**config.mk**
```make
export PLATFORM = sky130hd
export DESIGN_NAME = axi4_lite_master_bridge
export DESIGN_NICKNAME = d
export VERILOG_FILES = /design/src/rtl/axi4_lite_master_bridge.sv
export SDC_FILE = /design/constraint.sdc
export NUM_CORES = 1
export LEC_CHECK = 0
export ABC_AREA = 1
export CAP_MARGIN = 30
export CORE_AREA = 2 2 108 121
export DETAILED_ROUTE_END_ITERATION = 16
export DIE_AREA = 0 0 110 123
export PLACE_DENSITY = 0.77
export SLEW_MARGIN = 20
export SYNTH_ARGS = -nofsm -noshare
export SYNTH_HDL_FRONTEND = slang
export SYNTH_SLANG_ARGS = --single-unit
export TNS_END_PERCENT = 1
```
**constraint.sdc**
```tcl
create_clock -name clk -period 1.66 [get_ports clk]
set_clock_uncertainty 0.2 [all_clocks]
set_input_delay 0.332 -clock clk [delete_from_list [all_inputs] [get_ports clk]]
set_output_delay 0.332 -clock clk [all_outputs]
set_load 0.03 [all_outputs]
```
**src/rtl/axi4_lite_master_bridge.sv**
```systemverilog
// Native memory bus to AXI4-lite master bridge, one outstanding transaction.
// Optional watchdog timeout enabled by defining AXI_BRIDGE_TIMEOUT_EN.
module axi4_lite_master_bridge #(
    parameter int unsigned TIMEOUT_CYCLES = 1024
) (
    input  logic        clk,
    input  logic        resetn,
    input  logic        mem_valid,
    input  logic        mem_instr,
    input  logic [31:0] mem_addr,
    input  logic [31:0] mem_wdata,
    input  logic [3:0]  mem_wstrb,
    output logic        mem_ready,
    output logic [31:0] mem_rdata,
    output logic        mem_axi_awvalid,
    input  logic        mem_axi_awready,
    output logic [31:0] mem_axi_awaddr,
    output logic [2:0]  mem_axi_awprot,
    output logic        mem_axi_wvalid,
    input  logic        mem_axi_wready,
    output logic [31:0] mem_axi_wdata,
    output logic [3:0]  mem_axi_wstrb,
    input  logic        mem_axi_bvalid,
    output logic        mem_axi_bready,
    output logic        mem_axi_arvalid,
    input  logic        mem_axi_arready,
    output logic [31:0] mem_axi_araddr,
    output logic [2:0]  mem_axi_arprot,
    input  logic        mem_axi_rvalid,
    output logic        mem_axi_rready,
    input  logic [31:0] mem_axi_rdata,
    output logic        bus_error
);

    typedef enum logic [2:0] {IDLE, RADDR, RDATA, WADDR_DATA, WRESP, DONE} state_t;

    state_t      state, next_state;
    logic [31:0] addr_q;
    logic        aw_done, w_done;
    logic        ar_hs, r_hs, aw_hs, w_hs, b_hs, wr_both, timeout;

    assign ar_hs   = mem_axi_arvalid & mem_axi_arready;
    assign r_hs    = mem_axi_rvalid & mem_axi_rready;
    assign aw_hs   = mem_axi_awvalid & mem_axi_awready;
    assign w_hs    = mem_axi_wvalid & mem_axi_wready;
    assign b_hs    = mem_axi_bvalid & mem_axi_bready;
    // Both write handshakes complete, counting one landing on this very edge.
    assign wr_both = (aw_done | aw_hs) & (w_done | w_hs);

    assign mem_axi_araddr = addr_q;
    assign mem_axi_awaddr = addr_q;
    assign mem_axi_awprot = '0;

`ifdef AXI_BRIDGE_TIMEOUT_EN
    localparam logic [15:0] WD_LAST = 16'(TIMEOUT_CYCLES - 1);

    logic [15:0] wd_cnt;
    logic        busy;

    assign busy    = (state == RADDR) || (state == RDATA) ||
                     (state == WADDR_DATA) || (state == WRESP);
    assign timeout = busy && (wd_cnt == WD_LAST);

    always_ff @(posedge clk or negedge resetn) begin
        if (!resetn) begin
            wd_cnt    <= '0;
            bus_error <= 1'b0;
        end else begin
            wd_cnt <= busy ? wd_cnt + 16'd1 : '0;
            if (timeout)
                bus_error <= 1'b1;
        end
    end
`else
    assign timeout   = 1'b0;
    assign bus_error = 1'b0;
`endif

    always_ff @(posedge clk or negedge resetn) begin
        if (!resetn)
            state <= IDLE;
        else
            state <= next_state;
    end

    always_comb begin
        next_state = state;
        case (state)
            IDLE:       if (mem_valid) next_state = (mem_wstrb == 4'b0000) ? RADDR : WADDR_DATA;
            RADDR:      if (ar_hs)     next_state = RDATA;
            RDATA:      if (r_hs)      next_state = DONE;
            WADDR_DATA: if (wr_both)   next_state = WRESP;
            WRESP:      if (b_hs)      next_state = DONE;
            DONE:                      next_state = IDLE;
            default:                   next_state = IDLE;
        endcase
        if (timeout)
            next_state = DONE;
    end

    always_ff @(posedge clk or negedge resetn) begin
        if (!resetn) begin
            addr_q          <= '0;
            mem_axi_wdata   <= '0;
            mem_axi_wstrb   <= '0;
            mem_axi_arprot  <= '0;
            mem_axi_arvalid <= 1'b0;
            mem_axi_rready  <= 1'b0;
            mem_axi_awvalid <= 1'b0;
            mem_axi_wvalid  <= 1'b0;
            mem_axi_bready  <= 1'b0;
            aw_done         <= 1'b0;
            w_done          <= 1'b0;
            mem_ready       <= 1'b0;
            mem_rdata       <= '0;
        end else begin
            mem_ready <= 1'b0;
            case (state)
                IDLE: if (mem_valid) begin
                    addr_q         <= mem_addr;
                    mem_axi_wdata  <= mem_wdata;
                    mem_axi_wstrb  <= mem_wstrb;
                    mem_axi_arprot <= {mem_instr, 2'b00};
                    aw_done        <= 1'b0;
                    w_done         <= 1'b0;
                    if (mem_wstrb == 4'b0000) begin
                        mem_axi_arvalid <= 1'b1;
                    end else begin
                        mem_axi_awvalid <= 1'b1;
                        mem_axi_wvalid  <= 1'b1;
                    end
                end
                RADDR: if (ar_hs) begin
                    mem_axi_arvalid <= 1'b0;
                    mem_axi_rready  <= 1'b1;
                end
                RDATA: if (r_hs) begin
                    mem_rdata      <= mem_axi_rdata;
                    mem_axi_rready <= 1'b0;
                    mem_ready      <= 1'b1;
                end
                WADDR_DATA: begin
                    if (aw_hs) begin
                        mem_axi_awvalid <= 1'b0;
                        aw_done         <= 1'b1;
                    end
                    if (w_hs) begin
                        mem_axi_wvalid <= 1'b0;
                        w_done         <= 1'b1;
                    end
                    if (wr_both)
                        mem_axi_bready <= 1'b1;
                end
                WRESP: if (b_hs) begin
                    mem_axi_bready <= 1'b0;
                    mem_ready      <= 1'b1;
                end
                default: ;
            endcase
            // Watchdog abort overrides whatever handshake landed on this edge.
            if (timeout) begin
                mem_axi_arvalid <= 1'b0;
                mem_axi_rready  <= 1'b0;
                mem_axi_awvalid <= 1'b0;
                mem_axi_wvalid  <= 1'b0;
                mem_axi_bready  <= 1'b0;
                mem_rdata       <= 32'hDEADBEEF;
                mem_ready       <= 1'b1;
            end
        end
    end

endmodule

```
[Yosys cells after proc, flatten, opt, wreduce, memory -nomap -nowiden]
Index checks and enable logic that the tools add are counted.
Storage, ports and cells
  flip-flop bits (word level): 112
  output and inout bits: 145
  word-level logic and storage cells: 82
  bits of input ports: 109
Operators by class
  bitwise gates (word level): 8
  reduce and logical (&&, ||, !) cells: 16
  mux-type cells: 31
  equality and inequality tests: 13
Operator list (count)
  != test 2 bit, second input constant: 9
  2-to-1 mux 1 bit: 16
  one-hot mux 1 bit (2 select lines): 8
  2-to-1 mux 3 bit: 5
  one-hot mux 3 bit (5 select lines): 1
  AND reduction 3 bit: 4
  AND reduction 4 bit: 3
  nonzero test 2 bit: 4
  bitwise AND 1 bit: 6
  == test 3 x 2 -> 1 bit, second input constant: 2
  AND reduction 5 bit: 1
  zero test 4 bit: 1
  AND reduction 2 bit: 2
  == test 3 x 1 -> 1 bit, second input constant: 1
  == test 3 bit, second input constant: 1
  zero test 3 bit: 1
  2-to-1 mux 2 bit: 1
  bitwise OR 1 bit: 2

[Depth between registers and ports, before layout]
  depth after elaboration: 5
  depth in mapped cells: 9
  mapped depth without buffers: 9

[Least setup slack after synthesis]
Ideal clock, no wire load.
  path type: reg-to-reg
  from: register mem_axi_rready
  to: register mem_rdata[0]
  arrival time: 1.199 ns
  setup slack: 0.195 ns
  data required time: 1.395 ns
  path buffers: 1
  library setup time: 0.065 ns
  cell stages (with the launch flop): 8
  period minus slack after synthesis: 1.465 ns
  cell sequence: dfrtp_1 -> nand2_1 -> inv_1 -> nand4_2 -> inv_2 -> buf_2 -> nand2_1 -> nand2_1
On the way
  cells in the longest elaborated chain, start to end: 2
RTL lines
  from (decl): line 30  | output logic mem_axi_rready,
  from (signal assigned): line 108  | mem_axi_rready <= 1'b0;
  from (signal assigned): line 135  | mem_axi_rready <= 1'b1;
  from (signal assigned): line 139  | mem_axi_rready <= 1'b0;
  bitwise AND 1 bit: line 43  | assign r_hs = mem_axi_rvalid & mem_axi_rready;
  AND reduction 2 bit (no line)
  to (signal assigned): line 138  | mem_rdata <= mem_axi_rdata;
  to (decl): line 14  | output logic [31:0] mem_rdata,
No other way between the ends.
A chain may end at the register's enable or synchronous reset.

[Worst setup path after layout]
  from: register addr_q[29] (netlist: mem_axi_araddr[29])
  to: output port mem_axi_awaddr[29]
RTL lines
  from (decl): line 38  | logic [31:0] addr_q;
  from (signal assigned): line 120  | addr_q <= mem_addr;
  to (decl): line 17  | output logic [31:0] mem_axi_awaddr,
No word-level cell between the ends.

==> impl_metrics.ini <==
[critical_path]
crit_chain = dlygate4sd2_1
cpPeakStageDelay_ns = 0.40
worstPathRequired_ns = 1.13
cp_max_fo = 3
worst-setup-path-type = reg2out
critical_path_buf_inv_count = 1
critPathTopFamily = buffers and inverters
slowest_stage = dlygate4sd2_1
critPathLaunchType = flop
end_kind = output pin
r2r_start = state[0]$_DFFE_PN0P_
crit_start = mem_axi_araddr[29]$_DFFE_PN0P_
cp_data_arrival_time_ns = 1.10

[drt]
drt_pre_antenna_iters = 4
routed_wl_mm = 13.11
ant_nets = 0
wl_per_cell_um = 13.93
drc = 0
drt_iter0_markers = 337
vias = 4264
via_per_inst = 4.531

[final_layout]
insertedDiodeCount = 0
areaGrowthSynthToFinish_pct = 54.57
finish.utilization_pct = 59.23
post_route_cells_drive_above_1_share_pct = 13.01
layoutNonFillerInstCount = 941
fin_nets = 888

[floorplan]
die_h_um = 123
start_util_pct = 38.32
io_pins = 254
num_rows = 43
die_area_um2 = 13530
core_region_area_um2 = 12320
die_x_um = 110

[power]
p_leak_nw = 4.067
vdd_ir_drop_max_v = 0.0004706
p_per_area_nw_per_um2 = 727.8

[timing]
finalSetupViolations = 0
hold_viol = 0
layout_min_cycle_time_ns = 1.637
fin_crit_sh_pct = 98.61
fin_ws_ns = 0.02302
fmax_ghz = 0.6109
setup_tns_ns = 0
hold_ws_ns = 0.2730
rsz0062_at_grt = yes
slew_violations = 0

[global_route]
grt_max_degree = 72
gr-usage-met2_pct = 33.93
grt-ovfl-total = 0
grt.total_usage_pct = 19.23
grt_use_met3_pct = 5.746
busiest_layer = met2
antenna_found_initial = 1
met1_usage_pct = 21.43
grt_pass1_wl_mm = 20.24
grt_pass1_vias = 4240

[clock_tree]
worstSkewPairLatency_ns = 0.34
clk_path_buf_depth = 2
cts_buffers = 9
cts_root_buffer = clkbuf_16
clk_pin_slew_ns = 0.07
cts_sinks = 112
htree_num_levels = 3
post_cts_buffers = 0
cts_tree = built

[min_path]
hold_class = reg2reg
worstHoldStart = mem_axi_wdata[17]$_DFFE_PN0P_

[placed_design]
gp_congestion = 0.8810
hpwl_mm = 9.999
dp_cells = 924
portBuffers = 247
pre_cts_ws_ns = -0.1505

[synthesis]
seq_area_frac_synth_pct = 59.37
synth_cell_type_count = 20
synth_area_um2 = 4721
post_synth_inst_count = 557
synth_seq_cells = 112
avgSynthCellArea_um2 = 8.475
yosys_warnings = 0

[outcome]
outcome = finished, final reports clean

[job]
cap_violations = 0
area by class of cell:
cell class,instances,area [um^2]
fill,1098,5024
clock buffer,14,284.0
tap,157,196.4
timing repair buffer,265,2436
clock inverter,2,35.03
inverter,16,60.06
multi-input combinational,375,1481
sequential,112,2804
cells in the mapped netlist:
cell type  instances  area, um^2
a21oi_2            1       8.760
nor2_4             1       11.26
o21ai_0            5       25.02
buf_6              2       22.52
o21a_1             1       7.510
nor2_2             1       6.260
nand2_1          335        1257
clkbuf_1           6       22.52
inv_1             12       45.04
inv_2              4       15.01
nand3_1           12       60.06
nor2_1             8       30.03
nand4_2            1       12.51
dfrtp_1          112        2803
conb_1             1       3.750
a21oi_1            2       10.01
buf_2             12       60.06
nand3_2            1       10.01
buf_4             39       292.8
nand3_4            1       17.52
metal layers:
layer / up-vias / wire, um / share of wire (%)
li1: 2075 / - / -
met1: 1972 / 4853 / 37
met2: 192 / 6589 / 50
met3: 25 / 1347 / 10
met4: 0 / 319 / 2.4
met5: - / 0 / 0
stage by stage:
stage | total power [mW] | cell area, um^2
floorplan | 2.813 | 4740
global placement | 3.128 | 7241
detailed placement | 3.131 | 7241
CTS | 5.389 | 7450
global route | 5.518 | 7297
finish | 5.311 | 7297
kinds of logic after synthesis:
| group | count (synthesis) | share of synthesized area, % |
|---|---|---|
| AOI/OAI and AO/OA | 9 | 1.087 |
| and+or+nand+nor | 360 | 29.76 |
| DFF | 112 | 59.37 |
| other | 1 | 0.07944 |
| buffers and inverters | 75 | 9.700 |
what timing repair did:
item / CTS / global route
hold buffers: 1 / 0
resized for setup: 176 / 133
endpoints found under the hold margin: 112 / 0
cloned: 0 / 0
endpoints found under the setup margin: 136 / 115
tightest hold or removal path: stages (launching register included):
cell	delay, ns
dfrtp_1	0.34
nand2_1	0.05
nand2_1	0.05
worst paths after layout:
| check | to | slack (ns) | cells past startpoint |
|---|---|---|---|
| setup / recovery | mem_axi_awaddr[29] | 0.02 | 1 |
| hold / removal | mem_axi_wdata[17]$_DFFE_PN0P_ | 0.27 | 2 |
| min in group asynchronous | mem_axi_araddr[8]$_DFFE_PN0P_ | 0.36 | 3 |
| setup reg to reg | state[1]$_DFFE_PN0P_ | 0.10 | 7 |
| hold reg to reg | mem_axi_wdata[17]$_DFFE_PN0P_ | 0.27 | 2 |
| max in group asynchronous | state[1]$_DFFE_PN0P_ | 0.60 | 3 |
state kept, by name, indices dropped and copies added, names as in the netlist, 3 cells and up:
register,cells
mem_axi_wstrb,4
mem_rdata,32
mem_axi_wdata,32
state,3
mem_axi_araddr,32
power breakdown:
group | switching, mW | internal (mW) | total, mW
sequential | 0 | 2.73 | 2.73
combinational | 0.114 | 0.235 | 0.349
clock | 0.901 | 1.33 | 2.23
total | 1.02 | 4.30 | 5.31
cell usage in the layout (no fill, tap or decap), drive strengths merged, types with 3 or more instances in the layout:
master         synthesis  layout
a21oi                  3       3
buf                   53      21
clkbuf                 6      65
clkdlybuf4s15          0      66
clkdlybuf4s50          0     107
conb                   1       6
dfrtp                112     112
dlygate4sd2            0      19
inv                   16      16
nand2                335     335
nand3                 14      14
nor2                  10      10
o21ai                  5       5
Power figures use the tool's default switching activity.
